===== src/rtl/calc_result_display.sv =====
// Result display stage: captures the multiplier's sign-magnitude result and drives a
// time-multiplexed 3-digit common-anode display (sign, tens, units). Macro: LEAD_ZERO_BLANK_EN.
module calc_result_display #(
  parameter int REFRESH_DIV = 50000
) (
  input  logic       clk,
  input  logic       rst,
  input  logic       in_valid,
  input  logic [4:0] in_result,
  input  logic       in_zero,
  input  logic       in_negative,
  output logic [6:0] seg_n,
  output logic [2:0] an_n,
  output logic       disp_valid,
  output logic [1:0] cur_digit
);

  localparam int CW = $clog2(REFRESH_DIV);
  localparam logic [CW-1:0] CNT_LAST = CW'(REFRESH_DIV - 1);
  localparam logic [6:0] SEG_BLANK = 7'h7F;
  localparam logic [6:0] SEG_MINUS = 7'h3F;

  typedef enum logic [1:0] {
    DIG_UNITS = 2'd0,
    DIG_TENS  = 2'd1,
    DIG_SIGN  = 2'd2
  } digit_t;

  logic [CW-1:0] refresh_cnt;
  logic          wrap;
  digit_t        digit_sel;
  digit_t        digit_next;
  logic [3:0]    mag_q;
  logic          neg_q;
  logic          zero_q;
  logic          tens;
  logic [3:0]    units;
  logic [6:0]    seg_next;
  logic [2:0]    an_next;

  function automatic logic [6:0] glyph(input logic [3:0] d);
    logic [6:0] g;
    case (d)
      4'd0:    g = 7'h40;
      4'd1:    g = 7'h79;
      4'd2:    g = 7'h24;
      4'd3:    g = 7'h30;
      4'd4:    g = 7'h19;
      4'd5:    g = 7'h12;
      4'd6:    g = 7'h02;
      4'd7:    g = 7'h78;
      4'd8:    g = 7'h00;
      4'd9:    g = 7'h10;
      default: g = 7'h7F;
    endcase
    return g;
  endfunction

  // "-0" is suppressed at capture time: a zero result never carries the sign
  always_ff @(posedge clk or posedge rst) begin
    if (rst) begin
      mag_q      <= 4'd0;
      neg_q      <= 1'b0;
      zero_q     <= 1'b0;
      disp_valid <= 1'b0;
    end else if (in_valid) begin
      mag_q      <= in_result[3:0];
      neg_q      <= in_negative & ~in_zero;
      zero_q     <= in_zero;
      disp_valid <= 1'b1;
    end
  end

  assign wrap = (refresh_cnt == CNT_LAST);

  always_ff @(posedge clk or posedge rst) begin
    if (rst) begin
      refresh_cnt <= '0;
      digit_sel   <= DIG_UNITS;
    end else begin
      refresh_cnt <= wrap ? '0 : refresh_cnt + 1'b1;
      digit_sel   <= digit_next;
    end
  end

  // Illegal encoding 3 recovers to units on the next edge regardless of the counter
  always_comb begin
    digit_next = DIG_UNITS;
    case (digit_sel)
      DIG_UNITS: digit_next = wrap ? DIG_TENS  : DIG_UNITS;
      DIG_TENS:  digit_next = wrap ? DIG_SIGN  : DIG_TENS;
      DIG_SIGN:  digit_next = wrap ? DIG_UNITS : DIG_SIGN;
      default:   digit_next = DIG_UNITS;
    endcase
  end

  assign tens  = (mag_q >= 4'd10);
  assign units = tens ? (mag_q - 4'd10) : mag_q;

  always_comb begin
    seg_next = SEG_BLANK;
    an_next  = 3'b111;
    if (disp_valid) begin
      an_next = ~(3'b001 << digit_sel);
      case (digit_sel)
        DIG_UNITS: seg_next = glyph(units);
`ifdef LEAD_ZERO_BLANK_EN
        DIG_TENS:  seg_next = tens ? glyph(4'd1) : SEG_BLANK;
`else
        DIG_TENS:  seg_next = glyph({3'd0, tens});
`endif
        DIG_SIGN:  seg_next = (neg_q & ~zero_q) ? SEG_MINUS : SEG_BLANK;
        default:   seg_next = SEG_BLANK;
      endcase
    end else begin
      seg_next = SEG_BLANK;
      an_next  = 3'b111;
    end
  end

  always_ff @(posedge clk or posedge rst) begin
    if (rst) begin
      seg_n     <= SEG_BLANK;
      an_n      <= 3'b111;
      cur_digit <= 2'd0;
    end else begin
      seg_n     <= seg_next;
      an_n      <= an_next;
      cur_digit <= digit_sel;
    end
  end

endmodule


===== config.mk =====
export PLATFORM = sky130hd
export DESIGN_NAME = calc_result_display
export DESIGN_NICKNAME = d
export VERILOG_FILES = /design/src/rtl/calc_result_display.sv
export SDC_FILE = /design/constraint.sdc
export NUM_CORES = 1
export LEC_CHECK = 0
export CAP_MARGIN = 20
export CELL_PAD_IN_SITES_DETAIL_PLACEMENT = 0
export CELL_PAD_IN_SITES_GLOBAL_PLACEMENT = 1
export CORE_MARGIN = 3
export CORE_UTILIZATION = 38
export CTS_BUF_LIST = sky130_fd_sc_hd__clkbuf_16
export CTS_CLUSTER_SIZE = 12
export DETAILED_ROUTE_END_ITERATION = 12
export PLACE_DENSITY = 0.81
export SYNTH_ARGS = -nofsm -noshare
export SYNTH_HDL_FRONTEND = slang
export SYNTH_SLANG_ARGS = --single-unit
export TNS_END_PERCENT = 10

===== constraint.sdc =====
create_clock -name clk -period 2 [get_ports clk]
set_clock_uncertainty 0.15 [all_clocks]
set_input_delay 0.4 -clock clk [delete_from_list [all_inputs] [get_ports clk]]
set_output_delay 0.4 -clock clk [all_outputs]
set_load 0.05 [all_outputs]

## Word-level counts from Yosys, hierarchy flattened

Memories as Yosys holds them, arrays and structs flattened.
Index checks and enable logic that the tools add are counted.

- Output and inout bits: 13
- Register bits: 37
- Bits in read-only memories: 112
- RAM bits: 0
- Memories kept: 1
- Bits in latches: 0
- Input port bits: 10
- Word-level logic and storage cells: 35

- Mux-type cells: 11
- Shifts and indexed selects: 1
- Multiply operators: 0
- Magnitude comparators: 1
- Reduce and logical (&&, ||, !) cells: 1
- Bitwise operators: 6
- Div/mod/pow operators: 0
- Add/subtract/negate cells: 2
- Eq/ne operators: 3

Memories:

| memory | words | width | rd ports | clocked after Yosys merged registers in | wr ports | RTL line | RTL |
|---|---|---|---|---|---|---|---|
| (no name shown) | 16 | 7 | 1 | 0 | 0 | 43 | `case (d)` |

Operators by type and width:

| kind | number |
|---|---|
| $pmux 7 s3 | 1 |
| $add 16x1->16 const B | 1 |
| $eq 16x16->1 const B | 1 |
| $mux 16 | 1 |
| $mux 7 | 2 |
| $pmux 7 s2 | 1 |
| $pmux 2 s3 | 1 |
| $ge 4x4->1 const B | 1 |
| $mux 2 | 2 |
| $mux 4 | 1 |
| $sub 4x4->4 const B | 1 |
| $mux 3 | 1 |
| $not 1->1 | 3 |
| $not 3->3 | 1 |
| $shl 1x2->3 const A | 1 |
| $and 1x1->1 | 2 |
| $eq 2x1->1 const B | 1 |
| $eq 2x2->1 const B | 1 |
| $logic_not 2->1 | 1 |
| $mux 1 | 1 |

## Longest topological paths before layout

- Depth after elaboration: 5
- Mapped depth: 9
- Depth with buffers taken out: 8

## Worst setup path after synthesis

OpenSTA, ideal clock, no wires.

- Path type: reg2reg
- Start point: reg mag_q[1]
- End point: reg seg_n[6]
- Arrival time: 1.938 ns
- Path slack: -0.170 ns
- Path buffers: 2
- Data required time: 1.768 ns
- Clock period less this slack: 2.170 ns
- Stages on the path, launching flop included: 9
- Setup time: 0.082 ns
- Path through: dfrtp_1 > clkbuf_2 > clkinv_1 > ha_1 > buf_2 > nor3_1 > nor3b_1 > or4_1 > o31a_1

- Longest elaborated chain between the ends: 5
- Elaborated cells between the ends (all ways): 6
- Classes of those cells: 1 x add/sub; 1 x order compare; 3 x mux; 1 x memory

Ends and longest elaborated chain:

| item | RTL line | RTL |
|---|---|---|
| start, declared | 33 | `logic [3:0] mag_q;` |
| start signal, assigned | 67 | `mag_q <= in_result[3:0];` |
| $sub 4x4->4 or $ge 4x4->1 (tied branches) | 98, 97 |  |
| $mux 4 (*) | 98 | `assign units = tens ? (mag_q - 4'd10) : mag_q;` |
| $mem_v2 16x7 (*) | n/a |  |
| $pmux 7 s3 (*) | 105 | `case (digit_sel)` |
| $mux 7 (*) | 103 | `if (disp_valid) begin` |
| net seg_next[6] | 38 | `logic [6:0] seg_next;` |
| end signal, assigned | 127 | `seg_n <= seg_next;` |
| end, declared | 12 | `output logic [6:0] seg_n,` |

The timed path passes the listed nets; every way through them passes the cells marked *.
A chain may end at the register's enable or synchronous reset.

## Final worst setup path

- Start point: reg cur_digit[0]
- End point: out cur_digit[0]

RTL lines:

| item | RTL line | RTL |
|---|---|---|
| start, declared | 15 | `output logic [1:0] cur_digit` |
| start signal, assigned | 129 | `cur_digit <= digit_sel;` |

No word-level cell between the ends.

==> impl_metrics.env <==
export IMPL_cp_max_fo=1
export IMPL_syn_avg_cell_area_um2=10.2
export IMPL_place_congestion=0.808
export IMPL_cts_root_buf="clkbuf_16"
export IMPL_powerDensity_nw_per_um2=804
export IMPL_regArea_um2=938
export IMPL_rsz0062_at_grt="yes"
export IMPL_grt_overflow_total=0
export IMPL_async_flop_share_pct=100
export IMPL_cts_buffers=5
export IMPL_fmax_mhz=520
export IMPL_critical_path_top_delay_family="buffers and inverters"
export IMPL_synthXorXnorAreaFrac_pct=6.56
export IMPL_min_path_type="primary input to asynchronous set/reset pin"
export IMPL_coreArea_um2=4530
export IMPL_die_y_um=76.1
export IMPL_h_tree_depth=2
export IMPL_path_class="flop to primary output"
export IMPL_multi_input_area_um2=873
export IMPL_worst_pin_slew_ns=0.488
export IMPL_fp_row_count=24
export IMPL_peakVddDrop_v=0.000364
export IMPL_clk_path_buf_depth=2
export IMPL_fillCellCount=423
export IMPL_synth_edf_count=0
export IMPL_slew_headroom_pct=67.4
export IMPL_vias=1410
export IMPL_syn_nets=199
export IMPL_grt_first_pass_wirelength_um=6150
export IMPL_synthMuxAreaShare_pct=2.28
export IMPL_critPathLaunchType="flop"
export IMPL_postRouteAntennaNets=0
export IMPL_syn_area_um2=1870
export IMPL_outcome="finished, final reports clean"
export IMPL_clk_pin_slew_worst_paths_ns=0.05
export IMPL_cts_sink_count=37
export IMPL_synth_compound_area_share_pct=12.9
export IMPL_synth_simple_gate_area_share_pct=20.3
export IMPL_cap_viol_max_count=0
export IMPL_setup_tns_ns=0
export IMPL_period_share_pct=96.2
export IMPL_grt_max_degree=38
export IMPL_ys_flop_type="dfrtp_1"
export IMPL_p_leak_nw=1.10
export IMPL_routed_wl_um=3540
export IMPL_grt_pass1_vias=1269
export IMPL_postLayoutCoreUtil_pct=54.1
export IMPL_synth_seq_area_share_pct=50.2
export IMPL_yosysMostFrequentCell="dfrtp_1"
export IMPL_dieArea_um2=5800
export IMPL_crit_buf_inv=1
export IMPL_netlist_area_leader_share_pct=36.1
export IMPL_synth_top_family_by_area="simple AND/OR/NAND/NOR gates"
export IMPL_fin_area_um2=2450
export IMPL_arrival_ns=1.37
export IMPL_drt_initial_drc_count=56
export IMPL_cp_end_kind="primary output"
export IMPL_diodes=0
export IMPL_grt_total_usage_pct=13.3
export IMPL_ys_seq_elements=37
export IMPL_ys_warn_count=0
export IMPL_ioPinCount=23
export IMPL_worstPathRequired_ns=1.45
export IMPL_ys_top_cells_by_count="dfrtp_1 (27), nand2_1 (15), nor2_1 (14)"
export IMPL_yosys_top_cells_area="dfrtp_1 (36%), dfstp_2 (14%), xnor2_1 (4.7%)"
export IMPL_crit_chain="clkdlybuf4s50_1"
export IMPL_slew_viol_final=0
export IMPL_port_buffers=21
export IMPL_synth_fa_ha_area_share_pct=3.35
export IMPL_firstDrtPassIters=4
export IMPL_worst_path_max_delay_cell="clkdlybuf4s50_1"
export IMPL_yosys_area_top_type="dfrtp_1"
export IMPL_num_nets_final=242
export IMPL_layout_min_cycle_time_ns=1.92
export IMPL_post_drt_wl_per_cell_um=12.1
export IMPL_worstSkewPairLatency_ns=0.28
export IMPL_slowest_delay_ns=0.79
export IMPL_cts_tree="yes"
export IMPL_synthToLayoutAreaGrowth_pct=31.3
export IMPL_route_detailed_drc=0
export IMPL_drive_gt1_share_pct=28.5
export IMPL_start_util_pct=41.2
export IMPL_synth_distinct_cells=48
export IMPL_antenna_found_initial=0
export IMPL_ctsHoldBuffers=0
export IMPL_dp_hpwl_um=2620
export IMPL_final_hold_viol_count=0
export IMPL_setup_violations=0
export IMPL_place_area_um2=2280
export IMPL_syn_inst=184
export IMPL_viasPerCell=4.81
export IMPL_die_x_um=76.1
-- worst paths after layout --
kind | to | slack, ns | cells after the start | from
setup / recovery | cur_digit[0] | 0.08 | 1 | cur_digit[0]
hold / removal | cur_digit[1] | 0.32 | 3 | rst
setup reg to reg | seg_n[1] | 0.08 | 9 | mag_q[1]
hold reg to reg | refresh_cnt[15] | 0.33 | 1 | refresh_cnt[15]
max in group asynchronous | seg_n[4] | 1.13 | 3 | rst
min in group clk | refresh_cnt[15] | 0.33 | 1 | refresh_cnt[15]
-- where the power goes --
part           total (mW)  leakage (nW)  switching, mW  internal, mW
registers           0.823         0.452         0.0164         0.807
clock network       0.723        0.0738          0.276         0.447
logic               0.427         0.579          0.250         0.177
-- state kept, by name (all words and copies together) (netlist names) --
signal,flops
an_n,3
cur_digit,2
digit_sel,2
disp_valid,1
mag_q,4
neg_q,1
refresh_cnt,16
seg_n,7
zero_q,1
-- logic make-up after synthesis --
kind of cell | Yosys count
mux | 4
flops | 37
buf+inv | 19
simple gates | 68
compound gates | 37
xor+xnor | 14
fa+ha+maj | 5
-- through the flow --
step                total power, mW  std cells  hold slack (ns)  setup slack [ns]
finish                         1.97        293            0.323            0.0769
floorplan                      1.12        184            0.267            0.0175
detailed placement             1.25        281            0.327            0.0140
CTS                            1.98        289            0.334           0.00111
global route                   2.06        293            0.369           -0.0370
global placement               1.24        281            0.319            0.0701
-- cell type report --
type	instances	share of cell area, %
clock inverters	3	0.459
repair buffers	44	15.4
well taps	65	3.31
clock buffers	5	5.10
inverters	11	1.89
multi-input cells	128	35.6
flip-flops and latches	37	38.2
-- layout by cell type, fill, tap and decap left out, drive strengths merged, types with 2 or more instances in the layout --
| cell type | Yosys | final |
|---|---|---|
| inv | 10 | 12 |
| clkinv | 1 | 2 |
| o31a | 2 | 2 |
| buf | 3 | 35 |
| xor2 | 4 | 4 |
| mux2 | 2 | 2 |
| dfrtp | 27 | 27 |
| ha | 5 | 5 |
| nor2b | 3 | 3 |
| o21ai | 13 | 13 |
| nand4 | 3 | 3 |
| nor4 | 2 | 2 |
| nand3 | 6 | 6 |
| xnor2 | 10 | 10 |
| mux2i | 2 | 2 |
| clkbuf | 5 | 5 |
| dfstp | 10 | 10 |
| a21oi | 6 | 6 |
| nand3b | 2 | 2 |
| o21a | 4 | 4 |
| nor3 | 7 | 7 |
| clkdlybuf4s50 | 0 | 9 |
| or4 | 2 | 2 |
| o22ai | 3 | 3 |
| nand2b | 4 | 4 |
| nor2 | 15 | 15 |
| nand2 | 15 | 15 |
| and3 | 2 | 2 |
-- metal layers --
metal	GRT usage (%)	vias up	wire (um)
met4	5.43	0	65
li1	-	736	-
met3	4.85	5	161
met1	19.4	643	1880
met2	17.6	26	1430
met5	0	-	0
-- what timing repair did --
item	4_1_cts	5_1_grt
setup buffers	0	4
resized for setup	0	3
endpoints found under the setup margin	0	3
(Power assumes the default switching activity.)
